===== src/rtl/instr_decode_issue.sv =====
// instr_decode_issue
//   Sits behind the fetch FSM. Takes one 64-bit instruction per instr_valid
//   pulse and decodes it. LOAD, COMP and STORE send a one-cycle start and
//   registered operands to the matching unit, then wait for that unit's done.
//   NOP and illegal opcodes retire at once. HALT parks the block until reset.
//   Every output comes straight from a register.
//
// Ports
//   clk, rst          clock; synchronous active-high reset
//   instr_valid       one-cycle pulse; the word on instr_in is valid the next cycle
//   instr_in[63:0]    instruction word: [63:60] opcode, [59:40] addr,
//                     [39:24] len, [23:16] buf, [15:0] aux
//   op_addr/len/buf/aux   operands held for the issued unit
//   load/comp/store_start one-cycle start to each unit
//   load/comp/store_done  completion from each unit
//   instr_done        level back to fetch; high from retirement until the next accept
//   busy              high in any state except IDLE and HALTED
//   halted            sticky once a HALT retires
//   err_illegal       sticky; an undefined opcode was seen
//   err_timeout       sticky; a WAIT ran out of cycles
//   instr_count       retired-instruction count; wraps silently
//
// state   | meaning
// --------+-----------------------------------------------------------------
// IDLE    | waiting for instr_valid
// CAPTURE | latch instr_in; fetch drives its bus the cycle after the pulse
// ISSUE   | decode the latched word; start a unit or retire at once
// WAIT    | wait for the issued unit's done, or for the timeout
// HALTED  | HALT retired; ignore everything until rst

module instr_decode_issue #(
   parameter int TIMEOUT_CYC = 4096,
   parameter int CNT_W       = 16
) (
   input  logic             clk,
   input  logic             rst,
   input  logic             instr_valid,
   input  logic [63:0]      instr_in,
   output logic [19:0]      op_addr,
   output logic [15:0]      op_len,
   output logic [7:0]       op_buf,
   output logic [15:0]      op_aux,
   output logic             load_start,
   input  logic             load_done,
   output logic             comp_start,
   input  logic             comp_done,
   output logic             store_start,
   input  logic             store_done,
   output logic             instr_done,
   output logic             busy,
   output logic             halted,
   output logic             err_illegal,
   output logic             err_timeout,
   output logic [CNT_W-1:0] instr_count
);

   typedef enum logic [2:0] {
      S_IDLE    = 3'd0,
      S_CAPTURE = 3'd1,
      S_ISSUE   = 3'd2,
      S_WAIT    = 3'd3,
      S_HALTED  = 3'd4
   } state_t;

   localparam logic [3:0] OP_NOP   = 4'h0;
   localparam logic [3:0] OP_LOAD  = 4'h1;
   localparam logic [3:0] OP_COMP  = 4'h2;
   localparam logic [3:0] OP_STORE = 4'h3;
   localparam logic [3:0] OP_HALT  = 4'hF;

   // A timeout value of 0 turns the timeout off. The counter then runs
   // freely and its value is never used.
   localparam bit             TMO_EN   = (TIMEOUT_CYC != 0);
   localparam int             TMO_W    = (TIMEOUT_CYC > 1) ? $clog2(TIMEOUT_CYC) : 1;
   localparam logic [TMO_W-1:0] TMO_LAST = TMO_W'(TIMEOUT_CYC - 1);

   state_t             state_q, state_d;
   logic [63:0]        instr_q, instr_d;
   logic [19:0]        addr_q, addr_d;
   logic [15:0]        len_q, len_d;
   logic [7:0]         buf_q, buf_d;
   logic [15:0]        aux_q, aux_d;
   logic               ld_start_q, ld_start_d;
   logic               cp_start_q, cp_start_d;
   logic               st_start_q, st_start_d;
   logic               done_q, done_d;
   logic               busy_q, busy_d;
   logic               halted_q, halted_d;
   logic               eill_q, eill_d;
   logic               etmo_q, etmo_d;
   logic [CNT_W-1:0]   cnt_q, cnt_d;
   logic [TMO_W-1:0]   tmo_q, tmo_d;
   logic               unit_done;

   always_ff @(posedge clk) begin
      if (rst) begin
         state_q    <= S_IDLE;
         instr_q    <= '0;
         addr_q     <= '0;
         len_q      <= '0;
         buf_q      <= '0;
         aux_q      <= '0;
         ld_start_q <= 1'b0;
         cp_start_q <= 1'b0;
         st_start_q <= 1'b0;
         done_q     <= 1'b0;
         busy_q     <= 1'b0;
         halted_q   <= 1'b0;
         eill_q     <= 1'b0;
         etmo_q     <= 1'b0;
         cnt_q      <= '0;
         tmo_q      <= '0;
      end else begin
         state_q    <= state_d;
         instr_q    <= instr_d;
         addr_q     <= addr_d;
         len_q      <= len_d;
         buf_q      <= buf_d;
         aux_q      <= aux_d;
         ld_start_q <= ld_start_d;
         cp_start_q <= cp_start_d;
         st_start_q <= st_start_d;
         done_q     <= done_d;
         busy_q     <= busy_d;
         halted_q   <= halted_d;
         eill_q     <= eill_d;
         etmo_q     <= etmo_d;
         cnt_q      <= cnt_d;
         tmo_q      <= tmo_d;
      end
   end

   always_comb begin
      state_d    = state_q;
      instr_d    = instr_q;
      addr_d     = addr_q;
      len_d      = len_q;
      buf_d      = buf_q;
      aux_d      = aux_q;
      // Starts default low, so a start set in ISSUE lasts exactly one cycle.
      ld_start_d = 1'b0;
      cp_start_d = 1'b0;
      st_start_d = 1'b0;
      done_d     = done_q;
      halted_d   = halted_q;
      eill_d     = eill_q;
      etmo_d     = etmo_q;
      cnt_d      = cnt_q;
      tmo_d      = tmo_q;
      unit_done  = 1'b0;

      case (state_q)
         S_IDLE: begin
            if (instr_valid) begin
               done_d  = 1'b0;
               state_d = S_CAPTURE;
            end
         end

         S_CAPTURE: begin
            instr_d = instr_in;
            state_d = S_ISSUE;
         end

         S_ISSUE: begin
            case (instr_q[63:60])
               OP_LOAD, OP_COMP, OP_STORE: begin
                  ld_start_d = (instr_q[63:60] == OP_LOAD);
                  cp_start_d = (instr_q[63:60] == OP_COMP);
                  st_start_d = (instr_q[63:60] == OP_STORE);
                  addr_d     = instr_q[59:40];
                  len_d      = instr_q[39:24];
                  buf_d      = instr_q[23:16];
                  aux_d      = instr_q[15:0];
                  tmo_d      = '0;
                  state_d    = S_WAIT;
               end
               OP_NOP: begin
                  done_d  = 1'b1;
                  cnt_d   = cnt_q + CNT_W'(1);
                  state_d = S_IDLE;
               end
               OP_HALT: begin
                  halted_d = 1'b1;
                  cnt_d    = cnt_q + CNT_W'(1);
                  state_d  = S_HALTED;
               end
               default: begin
                  eill_d  = 1'b1;
                  done_d  = 1'b1;
                  cnt_d   = cnt_q + CNT_W'(1);
                  state_d = S_IDLE;
               end
            endcase
         end

         S_WAIT: begin
            // The latched opcode picks the unit. Done from the other units is ignored.
            case (instr_q[63:60])
               OP_LOAD:  unit_done = load_done;
               OP_COMP:  unit_done = comp_done;
               OP_STORE: unit_done = store_done;
               default:  unit_done = 1'b0;
            endcase
            if (unit_done) begin
               done_d  = 1'b1;
               cnt_d   = cnt_q + CNT_W'(1);
               state_d = S_IDLE;
            end else if (TMO_EN && (tmo_q == TMO_LAST)) begin
               etmo_d  = 1'b1;
               done_d  = 1'b1;
               cnt_d   = cnt_q + CNT_W'(1);
               state_d = S_IDLE;
            end else begin
               tmo_d = tmo_q + TMO_W'(1);
            end
         end

         S_HALTED: begin
            state_d = S_HALTED;
         end

         default: begin
            state_d = S_IDLE;
         end
      endcase

      busy_d = !((state_d == S_IDLE) || (state_d == S_HALTED));
   end

   assign op_addr     = addr_q;
   assign op_len      = len_q;
   assign op_buf      = buf_q;
   assign op_aux      = aux_q;
   assign load_start  = ld_start_q;
   assign comp_start  = cp_start_q;
   assign store_start = st_start_q;
   assign instr_done  = done_q;
   assign busy        = busy_q;
   assign halted      = halted_q;
   assign err_illegal = eill_q;
   assign err_timeout = etmo_q;
   assign instr_count = cnt_q;

endmodule


===== config.mk =====
export PLATFORM = sky130hd
export DESIGN_NAME = instr_decode_issue
export DESIGN_NICKNAME = d
export VERILOG_FILES = /design/src/rtl/instr_decode_issue.sv
export SDC_FILE = /design/constraint.sdc
export NUM_CORES = 1
export LEC_CHECK = 0
export BUFFER_PORTS_ARGS = -buffer_cell sky130_fd_sc_hd__buf_2
export CORE_UTILIZATION = 52
export DETAILED_ROUTE_END_ITERATION = 10
export HOLD_SLACK_MARGIN = 0.06
export PLACE_DENSITY_LB_ADDON = 0.08
export SKIP_CTS_REPAIR_TIMING = 1
export SYNTH_ARGS = -nofsm -noshare
export SYNTH_HDL_FRONTEND = slang
export SYNTH_SLANG_ARGS = --single-unit

===== constraint.sdc =====
create_clock -name clk -period 5.87 [get_ports clk]
set_input_delay 0.2935 -clock clk [delete_from_list [all_inputs] [get_ports clk]]
set_output_delay 0.2935 -clock clk [all_outputs]
set_load 0.02 [all_outputs]

==> impl_summary.log <==
INFO  metric top_level_ports = about 150
INFO  metric synth_cell_type_count = 39
INFO  metric clock-root-buffer = sky130_fd_sc_hd__clkbuf_16
INFO  metric arrival = ~2700 ps
INFO  metric r2r_setup_slack = approximately 3500 ps
INFO  metric gpl.final_weighted_congestion = around 0.84
INFO  metric register_area = 3260 µm²
INFO  metric final-instance-count-excl-fill = between 1000 and 1500
INFO  metric hpwlAfterDp = 8.83 mm
INFO  metric p_clk_share = between 40% and 50%
INFO  metric diodes = 0
INFO  metric grt_setup_unrepaired = false
INFO  metric kind_of_end_point_of_the_critical_path = flip-flop
INFO  metric synthesized_netlist_net_count = 823
INFO  metric setup.worst_path.start = state_q[1]
INFO  metric reg2reg_start = state_q[1]
INFO  metric ys.warnings.count = 0
INFO  metric placedInstanceArea = about 6800 µm²
INFO  metric grt_pass1_vias = about 4700
INFO  metric post_drt_via_cell_ratio = a little over 5
INFO  metric post_synth_edffs = 0
INFO  metric dp.cells = 999
INFO  metric multiInputGateArea = around 2600 µm²
INFO  metric reg2reg_to = tmo_q[11]
INFO  metric setup_clock_skew_after_layout = 11.5 ps
INFO  metric floorplan_die_height = around 110 µm
INFO  metric drt_pass1_iterations = 5
INFO  metric end_point_of_the_critical_path = tmo_q[11]
INFO  metric p_leak = between 2 and 3 nW
INFO  metric net_switching_power = 528 µW
INFO  metric tritoncts.num_buffers = 17
INFO  metric period_utilisation_layout = approximately 41%
INFO  metric areaGrowthSynthToFinish = 22.7%
INFO  metric p_sw_share = between 20% and 30%
INFO  metric cellInternalPower = 1.90 mW
INFO  metric finalInstanceArea = between 7000 and 8000 µm²
INFO  metric power.sequential.fraction = between 40% and 50%
INFO  metric vdd.ir_drop.worst = approximately 0.26 mV
INFO  metric cts.path.max_buffers = 2
INFO  metric worst_ep_required_time = slightly above 6000 ps
INFO  metric initial_utilization = 53.2%
INFO  metric synth-main-ff-cell = sky130_fd_sc_hd__dfxtp_1
INFO  metric design.die.area = 12100 µm²
INFO  metric final_antenna_net_count = 0
INFO  metric grt_start_max_net_pins = about 110
INFO  metric slew_violations = 0
INFO  metric syn-mean-instance-area = just over 8 µm²
INFO  metric port_buffers = between 150 and 200
INFO  metric critical_path_class = reg2reg
INFO  metric synth_seq_area_share = 53.9%
INFO  metric outcome = complete, no violations
INFO  metric num-nets-final = around 950
INFO  metric cts_tree = built
INFO  metric p_comb_share = 5.4%
INFO  metric clock_pin_slew_reported_for_the_worst_setup_and_hold_paths_after_clock_tree_synthesis = about 70 ps
INFO  metric grt_pass1_wl = around 22 mm
INFO  metric cts.sink_count = 163
INFO  metric final.min_clock_period = between 2000 and 2500 ps
INFO  metric fillCellCount = between 1000 and 1500
INFO  metric die_w = 110 µm
INFO  metric setup_tns = 0 ps
INFO  metric finalSetupViolations = 0
INFO  metric syn-cell-area = about 6100 µm²
INFO  metric via_count = approximately 5300
INFO  metric clk_latency = ~420 ps
INFO  metric postSynthCellCount = 751
INFO  metric worst_path_maximum_fanout = 26
INFO  metric slew-limit-headroom = between 30% and 40%
INFO  metric max_freq = between 0.4 and 0.5 GHz
INFO  metric htree_levels = 4
INFO  metric core = roughly 11000 µm²
INFO  metric antenna_violations_before_repair = 1
INFO  metric async_reset_ff_share = 0%
INFO  metric drtIter0Drc = 425
INFO  metric timing_hold_violations_final = 0
INFO  metric post_detailed_routing_wire_length = between 10 and 15 mm
INFO  metric postSynthRegisterBits = 163
INFO  metric power-per-cell-area = approximately 330 nW/µm²
INFO  metric gr-usage-all-layers = 23.7%
INFO  metric hp-class = in2reg
INFO  metric startpoint_type_of_the_worst_setup_path = flip-flop
INFO  metric timing.max_cap.violations = 0
INFO  metric overflow = 0
INFO  metric drc_errors = 0
INFO  metric fraction_of_layout_cells_with_a_size_suffix_above_1 = between 20% and 30%
INFO  metric rr_worst_depth = 5
INFO  metric drt-wirelength-per-cell = approximately 14 µm
INFO  metric tightest_slew = 1050 ps
INFO  metric fp-row-count = 39
## power by group through the flow
| stage | clock network (mW) | registers [mW] | logic, mW |
|---|---|---|---|
| CTS | 1.16 | 1.15 | 0.132 |
| finish | 1.14 | 1.15 | 0.132 |
| detailed placement | 0 | 1.18 | 0.132 |
| floorplan | 0 | 1.17 | 0.0875 |
| global route | 1.21 | 1.15 | 0.147 |
| global placement | 0 | 1.17 | 0.128 |
## layout by cell type (no fill, tap or decap), types with 5 or more instances in the layout
cell | Yosys | routed
sky130_fd_sc_hd__dfxtp_1 | 163 | 163
sky130_fd_sc_hd__buf_2 | 5 | 152
sky130_fd_sc_hd__nand2_1 | 263 | 261
sky130_fd_sc_hd__xor2_1 | 14 | 14
sky130_fd_sc_hd__o211ai_1 | 7 | 7
sky130_fd_sc_hd__clkbuf_16 | 0 | 17
sky130_fd_sc_hd__a21oi_1 | 132 | 132
sky130_fd_sc_hd__and3_1 | 6 | 6
sky130_fd_sc_hd__o21ai_0 | 7 | 7
sky130_fd_sc_hd__nand3_1 | 5 | 5
sky130_fd_sc_hd__nor3_1 | 7 | 7
sky130_fd_sc_hd__xnor2_1 | 10 | 10
sky130_fd_sc_hd__nor2_1 | 39 | 39
sky130_fd_sc_hd__buf_4 | 0 | 6
## cells in the mapped netlist (4+ instances only)
master | n | area share [%]
sky130_fd_sc_hd__buf_6 | 4 | 0.74
sky130_fd_sc_hd__o211ai_1 | 7 | 0.87
sky130_fd_sc_hd__buf_2 | 5 | 0.41
sky130_fd_sc_hd__dfxtp_1 | 163 | 54
sky130_fd_sc_hd__xor2_1 | 14 | 2.0
sky130_fd_sc_hd__o21ai_0 | 7 | 0.58
sky130_fd_sc_hd__nor2_1 | 39 | 2.4
sky130_fd_sc_hd__nor3b_1 | 4 | 0.50
sky130_fd_sc_hd__xnor2_1 | 10 | 1.4
sky130_fd_sc_hd__nor4_1 | 4 | 0.41
sky130_fd_sc_hd__buf_1 | 5 | 0.31
sky130_fd_sc_hd__nand3_1 | 5 | 0.41
sky130_fd_sc_hd__and3_1 | 6 | 0.62
sky130_fd_sc_hd__a21oi_1 | 132 | 11
sky130_fd_sc_hd__and4_1 | 4 | 0.58
sky130_fd_sc_hd__clkbuf_1 | 39 | 2.4
sky130_fd_sc_hd__nor3_1 | 7 | 0.58
sky130_fd_sc_hd__nand2_1 | 263 | 16
## per-layer routing
| metal | up-vias | global-route usage, % | routed length (µm) |
|---|---|---|---|
| li1 | 2706 | - | - |
| met4 | 0 | 8.86 | 220 |
| met1 | 2457 | 29.0 | 6310 |
| met3 | 22 | 7.53 | 862 |
| met5 | - | 0 | 0 |
| met2 | 141 | 38.8 | 6640 |
## worst max-delay path, stage by stage (launching register included)
cell	delay [ps]
sky130_fd_sc_hd__dfxtp_1	400
sky130_fd_sc_hd__nor2b_1	570
sky130_fd_sc_hd__o211ai_4	390
sky130_fd_sc_hd__or2_1	440
sky130_fd_sc_hd__or3_1	370
sky130_fd_sc_hd__a21oi_1	150
## worst min path at each step
stage / to / startpoint / cells after the start / slack, ps
floorplan: instr_q[61] / instr_in[61] / 2 / 430
global placement: halted / halted / 2 / 430
detailed placement: halted / halted / 2 / 440
CTS: instr_q[14] / instr_in[14] / 3 / 90
global route: instr_q[14] / instr_in[14] / 3 / 90
finish: instr_q[40] / instr_in[40] / 3 / 100
## final cells by class
| cell class | count | area share (%) |
|---|---|---|
| clock buffer | 21 | 6.07 |
| clock inverter | 9 | 2.11 |
| inverter | 2 | 0.101 |
| multi-input combinational | 533 | 34.5 |
| sequential | 163 | 44.0 |
| tap | 143 | 2.41 |
| timing repair buffer | 158 | 10.9 |
## flip-flops by register name (all words and copies together), names as in the netlist
| signal | cells |
|---|---|
| halted | 1 |
| instr_q | 64 |
| err_illegal | 1 |
| store_start | 1 |
| busy | 1 |
| err_timeout | 1 |
| instr_done | 1 |
| comp_start | 1 |
| op_buf | 8 |
| op_addr | 20 |
| state_q | 3 |
| load_start | 1 |
| tmo_q | 12 |
| instr_count | 16 |
| op_len | 16 |
| op_aux | 16 |
## metrics by stage
step                total power, mW  utilization [%]  worst slack, ps  hold WS, ps
finish                         2.43             65.3             3480          102
global route                   2.51             65.3             3240         94.2
CTS                            2.44             65.3             3480         93.3
detailed placement             1.31             59.9             3530          443
global placement               1.30             59.9             3650          433
floorplan                      1.26                -             4030          429
## logic make-up after synthesis
family / count (synthesis) / share of synthesized area (%)
compound gates: 156 / 14.0
xor+xnor: 24 / 3.47
fa+ha+maj: 2 / 0.413
buf+inv: 55 / 4.01
flops: 163 / 53.9
mux: 2 / 0.331
simple gates: 349 / 23.8
Note: power is estimated with default switching activity, not from simulation.
